$ cat config.mk
export PLATFORM = sky130hd
export DESIGN_NAME = sync_burst_gen
export DESIGN_NICKNAME = d
export VERILOG_FILES = /design/src/rtl/sync_burst_gen.sv
export SDC_FILE = /design/constraint.sdc
export NUM_CORES = 1
export LEC_CHECK = 0
export BUFFER_PORTS_ARGS = -buffer_cell sky130_fd_sc_hd__buf_2
export CAP_MARGIN = 20
export CORE_ASPECT_RATIO = 1.25
export CORE_MARGIN = 4
export CORE_UTILIZATION = 60
export DETAILED_ROUTE_END_ITERATION = 10
export HOLD_SLACK_MARGIN = 0.03
export PLACE_DENSITY_LB_ADDON = 0.08
export SETUP_SLACK_MARGIN = 0.02
export SYNTH_ARGS = -nofsm -noshare
export SYNTH_HDL_FRONTEND = slang
export SYNTH_SLANG_ARGS = --single-unit
$ cat constraint.sdc
create_clock -name clki -period 3.2 [get_ports clki]
set_clock_uncertainty 0.05 [all_clocks]
set_input_delay 0.32 -clock clki [delete_from_list [all_inputs] [get_ports clki]]
set_output_delay 0.32 -clock clki [all_outputs]
set_load 0.01 [all_outputs]
$ cat src/rtl/sync_burst_gen.sv
// Wake-up burst generator: synchronises comp_out into clki, detects the chosen edge and,
// when qualified by WU_valid, emits one gated data-clock burst with preamble and T_0/T_1 phases.
module sync_burst_gen #(
  parameter int SYNC_STAGES = 3,
  parameter int DIV         = 100,
  parameter int NUM_BITS    = 1000,
  parameter int PRE_BITS    = 192,
  parameter int CNT_W       = 20,
  parameter int EDGE_MODE   = 0
) (
  input  logic             clki,
  input  logic             rst,
  input  logic             comp_out,
  input  logic             WU_valid,
  input  logic             abort,
  output logic             data_clk,
  output logic             data_clk_enb,
  output logic             T_0,
  output logic             T_1,
  output logic             preamble,
  output logic [CNT_W-1:0] bit_cnt,
  output logic             done
);

  localparam int                MW      = $clog2(SYNC_STAGES + 1);
  localparam logic [MW-1:0]     MASK_IV = MW'(SYNC_STAGES);
  localparam logic [CNT_W-1:0]  HALF_M1 = CNT_W'(DIV / 2 - 1);
  localparam logic [CNT_W-1:0]  NB      = CNT_W'(NUM_BITS);
  localparam logic [CNT_W-1:0]  PB      = CNT_W'(PRE_BITS);

  typedef enum logic [1:0] {S_IDLE, S_PRE, S_DATA, S_DONE} state_t;

  state_t                 r_state;
  logic [SYNC_STAGES-1:0] r_sync;
  logic [MW-1:0]          r_mask;
  logic [CNT_W-1:0]       r_ph;
  logic [CNT_W-1:0]       r_bit_cnt;
  logic                   r_dclk, r_enb, r_t0, r_t1, r_pre, r_done;

  logic                   w_new, w_old, w_rise, w_fall, w_edge, w_trig, w_ph_end;
  logic [CNT_W-1:0]       w_cnt_nxt;

  always_ff @(posedge clki or posedge rst) begin
    if (rst) r_sync <= '0;
    else     r_sync <= {r_sync[SYNC_STAGES-2:0], comp_out};
  end

  // Edges are ignored until the chain has refilled after reset, so a level
  // held across reset release cannot look like a fresh edge.
  always_ff @(posedge clki or posedge rst) begin
    if (rst)                 r_mask <= MASK_IV;
    else if (r_mask != '0)   r_mask <= r_mask - 1'b1;
  end

  assign w_new  = r_sync[SYNC_STAGES-2];
  assign w_old  = r_sync[SYNC_STAGES-1];
  assign w_rise = w_new & ~w_old;
  assign w_fall = ~w_new & w_old;
  assign w_edge = (EDGE_MODE == 0) ? w_rise :
                  (EDGE_MODE == 1) ? w_fall : (w_rise | w_fall);

  assign w_trig    = w_edge & (r_mask == '0) & WU_valid & ~abort & (r_state == S_IDLE);
  assign w_ph_end  = (r_ph == HALF_M1);
  assign w_cnt_nxt = r_bit_cnt + 1'b1;

  always_ff @(posedge clki or posedge rst) begin
    if (rst) begin
      r_state   <= S_IDLE;
      r_ph      <= '0;
      r_bit_cnt <= '0;
      r_dclk    <= 1'b0;
      r_enb     <= 1'b0;
      r_t0      <= 1'b0;
      r_t1      <= 1'b0;
      r_pre     <= 1'b0;
      r_done    <= 1'b0;
    end else begin
      r_done <= 1'b0;
      case (r_state)
        S_IDLE: begin
          if (w_trig) begin
            r_state   <= (PRE_BITS > 0) ? S_PRE : S_DATA;
            r_enb     <= 1'b1;
            r_dclk    <= 1'b0;
            r_bit_cnt <= '0;
            r_ph      <= '0;
            r_t0      <= 1'b0;
            r_t1      <= 1'b0;
            r_pre     <= (PRE_BITS > 0);
          end
        end
        S_PRE, S_DATA: begin
          if (abort) begin
            r_state <= S_IDLE;
            r_enb   <= 1'b0;
            r_dclk  <= 1'b0;
            r_t0    <= 1'b0;
            r_t1    <= 1'b0;
            r_pre   <= 1'b0;
          end else if (w_ph_end) begin
            r_ph <= '0;
            if (!r_dclk) begin
              r_dclk <= 1'b1;
              if (r_state == S_DATA) begin
                r_t1 <= ~r_t1;
                r_t0 <= r_t1;
              end
            end else begin
              r_dclk    <= 1'b0;
              r_bit_cnt <= w_cnt_nxt;
              if (w_cnt_nxt == NB) begin
                r_state <= S_DONE;
                r_enb   <= 1'b0;
                r_t0    <= 1'b0;
                r_t1    <= 1'b0;
                r_pre   <= 1'b0;
                r_done  <= 1'b1;
              end else if (w_cnt_nxt >= PB) begin
                r_state <= S_DATA;
                r_pre   <= 1'b0;
              end
            end
          end else begin
            r_ph <= r_ph + 1'b1;
          end
        end
        S_DONE:  r_state <= S_IDLE;
        default: r_state <= S_IDLE;
      endcase
    end
  end

  assign data_clk     = r_dclk;
  assign data_clk_enb = r_enb;
  assign T_0          = r_t0;
  assign T_1          = r_t1;
  assign preamble     = r_pre;
  assign bit_cnt      = r_bit_cnt;
  assign done         = r_done;

endmodule

==> flow_summary.yaml <==
setup_path:
  crit_arrival_ns: 3.06
  rr_startpoint: "bit_cnt[0]$_DFFE_PP0P_"
  required_ns: 3.35
  cpLargestDelayFamily: "simple AND/OR/NAND/NOR gates"
  reg2reg_to: "r_state[0]$_DFFE_PP0P_"
  rrSetupSlack_ns: 0.29
  path_cells: "ha_1 -> and4_1 -> nand3_1 -> o2bb2ai_1 -> a41o_1 -> and4b_4 -> nor3_2 -> mux2_1"
  critPathSlowestCell: "dfrtp_1"
  path_class: "reg2reg"
  end_kind: "flip-flop"
  worstRegToRegCells: 8
  cp_num_buf_inv: 0
  max_stage_delay_ns: 0.54
  path_max_fanout: 14
  startpoint_type: "flip-flop"
clock_tree:
  cts_buffers: 5
  cts-root-buf: "clkbuf_8"
  cts_resized: 0
  htree_levels: 2
  clkSlewWorstSetupHoldPaths_ns: 0.10
  cts_tree: "built"
  clock_path_buffers: 2
  clock_latency_ns: 0.31
  cts_sinks: 53
timing:
  fin_crit_sh_pct: 91.0
  rsz0062_at_grt: "no"
  drv_slew: 0
  finalHoldViolCount: 0
  finalSetupViolCount: 0
  final.setup.tns_ns: 0
  slew_headroom_pct: 27.2
  fin_crit_ns: 2.91
  worstMarginPinSlew_ns: 1.08
  max_freq_mhz: 344
synth:
  synth_seq_area_share_pct: 40.1
  ys.warnings.count: 0
  ys_types: 64
  synthCells: 371
  netlist.area_leader.share_pct: 38.5
  synth_top_cell_by_area: "dfrtp_1"
  async_flop_share_pct: 100
  synth-edff-count: 0
  synth_nets: 384
  synth.avg_cell_area_um2: 8.94
  synth_flop_cell: "dfrtp_1"
  ys_ff_latch: 53
  syn_area_um2: 3320
  synth.area.top_cells: "dfrtp_1 38%, o31ai_1 4.5%, o21ai_0 4.4%"
routing:
  antenna_left: 0
  drt-vias-per-instance: 6.43
  num_vias: 2975
  route.detailed.drc: 0
  wl_per_cell_um: 17.1
  drt_pass1_iterations: 4
  drt_wl_total_um: 7930
  drt_iter0_markers: 202
final_layout:
  final.fill_count: 470
  antenna_cells: 0
  drive_gt1_share_pct: 15.8
  nNetsFinal: 411
  area_growth_pct: 9.28
  final_util_pct: 67.0
pwr:
  vdd_drop_max_v: 0.000377
  p_sw_share_pct: 38.5
  total_power_uw: 1870
  power.leakage_uw: 0.00157
  power_frac_comb_pct: 36.3
  power.internal_uw: 1150
  p_sw_uw: 718
  p_clk_share_pct: 21.2
  p_per_area_nw_per_um2: 515
  pwr-share-seq_pct: 42.4
min_path:
  hold-path-cell-count: 1
  hold_path.class: "in2reg"
  min-delay-start: "comp_out"
  hold_end: "r_sync[0]$_DFF_PP0_"
placed_design:
  io_buffer_count: 30
  dp.final_hpwl_um: 5650
  globalplace.congestion: 0.866
run:
  cap_violations: 0
floorplan:
  die_h_um: 91.1
  fp.dieW_um: 74.5
  die-area_um2: 6790
  num_io_pins: 31
  start_util_pct: 61.3
  rows: 30
  coreArea_um2: 5410
global_routing:
  grt-ovfl-total: 0
  grt_antenna_before_repair: 0
  grt_pass1_wl_um: 13500
  first_global_vias: 2852
  grt_usage_pct: 24.9
  grt_max_degree: 30
outcome:
  status: "finished, final reports clean"
## cells in the mapped netlist (4+ instances only)
library cell	instances
xor2_1	11
clkbuf_1	9
o21ai_0	29
dfrtp_1	51
nor2_1	32
nand3_1	20
nand4_1	14
inv_1	14
o31ai_1	20
a21oi_1	6
and4_1	4
and3_1	6
ha_1	8
nand2_1	35
xnor2_1	8
a31oi_1	6
nand2b_1	4
buf_2	7
nor4_1	11
nor2b_1	4
or3_1	4
nor3_1	10
## layout make-up
class                   instances  area [um^2]  share of cell area, %
multi-input cells             282         1810                   50.0
flip-flops and latches         53         1330                   36.7
repair buffers                 42          255                   7.04
clock buffers                   7         86.3                   2.38
well taps                      64         80.1                   2.21
inverters                      14         52.6                   1.45
clock inverters                 1         7.51                  0.207
## layer usage
layer	GRT usage, %	vias up	share of wire (%)
met5	0	-	0
met4	9.94	0	2.6
met3	4.32	22	5.2
met2	41.6	95	51
met1	31.3	1421	41
li1	-	1437	-
## registers in the layout, indices dropped and copies added, names as in the netlist
| name | flops |
|---|---|
| data_clk_enb | 1 |
| r_state | 2 |
| preamble | 1 |
| r_ph | 20 |
| r_mask | 2 |
| done | 1 |
| r_sync | 3 |
| bit_cnt | 20 |
| T_0 | 1 |
| data_clk | 1 |
| T_1 | 1 |
## worst reg2reg max path: stages (launching register included)
cell and delay [ns]:
dfrtp_1 0.54, ha_1 0.51, and4_1 0.37, nand3_1 0.15, o2bb2ai_1 0.16, a41o_1 0.27
and4b_4 0.23, nor3_2 0.19, mux2_1 0.33
## what timing repair did
action	in CTS	in global routing
endpoints found under the hold margin	22	0
setup buffers	0	0
hold buffers	1	0
## per-stage QoR
stage	hold slack, ns	setup WS, ns	instances	area, um^2
5_1_grt	0.0550	0.0361	463	3620
6_report	0.0601	0.289	463	3620
3_3_place_gp	0.295	0.357	453	3500
4_1_cts	0.0545	0.305	463	3620
2_1_floorplan	0.281	0.813	371	3320
3_5_place_dp	0.300	0.342	454	3520
## power by group through the flow
stage	logic (uW)	registers, uW	clock network, uW
final	679	792	396
after CTS	679	792	409
after floorplan	458	807	0
after detailed placement	676	806	0
after global routing	756	802	432
after global placement	654	803	0
## layout by cell type, fill, tap and decap left out, drive strengths merged, types with 2 or more instances in the layout
cell type,count
buf,41
inv,14
xnor2,8
clkbuf,7
dfstp,2
mux2i,2
a21oi,6
dfrtp,51
nand4,16
nor2b,4
and2,3
nand3,20
o22ai,2
and3,6
a22oi,2
nand2,35
o211ai,2
o31ai,20
nor3,11
nor4,13
or4,2
a21o,2
nor2,32
o21ai,33
xor2,11
a31oi,6
nand2b,4
nand3b,2
or3,5
o41ai,3
and4,4
ha,8
## cell families (layout without fill, tap and decap cells)
family	Yosys count	count (layout)	synth area share [%]
and+or+nand+nor	164	164	27.4
AOI/OAI and AO/OA	88	88	18.3
DFF	53	53	40.1
buffers and inverters	36	64	5.24
xor gates and xnor gates	19	19	5.02
adders and majority gates	8	8	3.02
muxes	3	3	0.943
## how the worst max path moves through the flow
stage | start | endpoint | slack, ns | cells past startpoint
3_5_place_dp | bit_cnt[0]$_DFFE_PP0P_ | r_state[0]$_DFFE_PP0P_ | 0.34 | 8
4_1_cts | bit_cnt[0]$_DFFE_PP0P_ | r_state[0]$_DFFE_PP0P_ | 0.30 | 8
3_3_place_gp | bit_cnt[0]$_DFFE_PP0P_ | r_state[0]$_DFFE_PP0P_ | 0.36 | 8
6_report | bit_cnt[0]$_DFFE_PP0P_ | r_state[0]$_DFFE_PP0P_ | 0.29 | 8
2_1_floorplan | r_state[0]$_DFFE_PP0P_ | bit_cnt[14]$_DFFE_PP0P_ | 0.81 | 11
5_1_grt | bit_cnt[0]$_DFFE_PP0P_ | r_state[0]$_DFFE_PP0P_ | 0.04 | 8
Note: power is estimated with default switching activity, not from simulation.
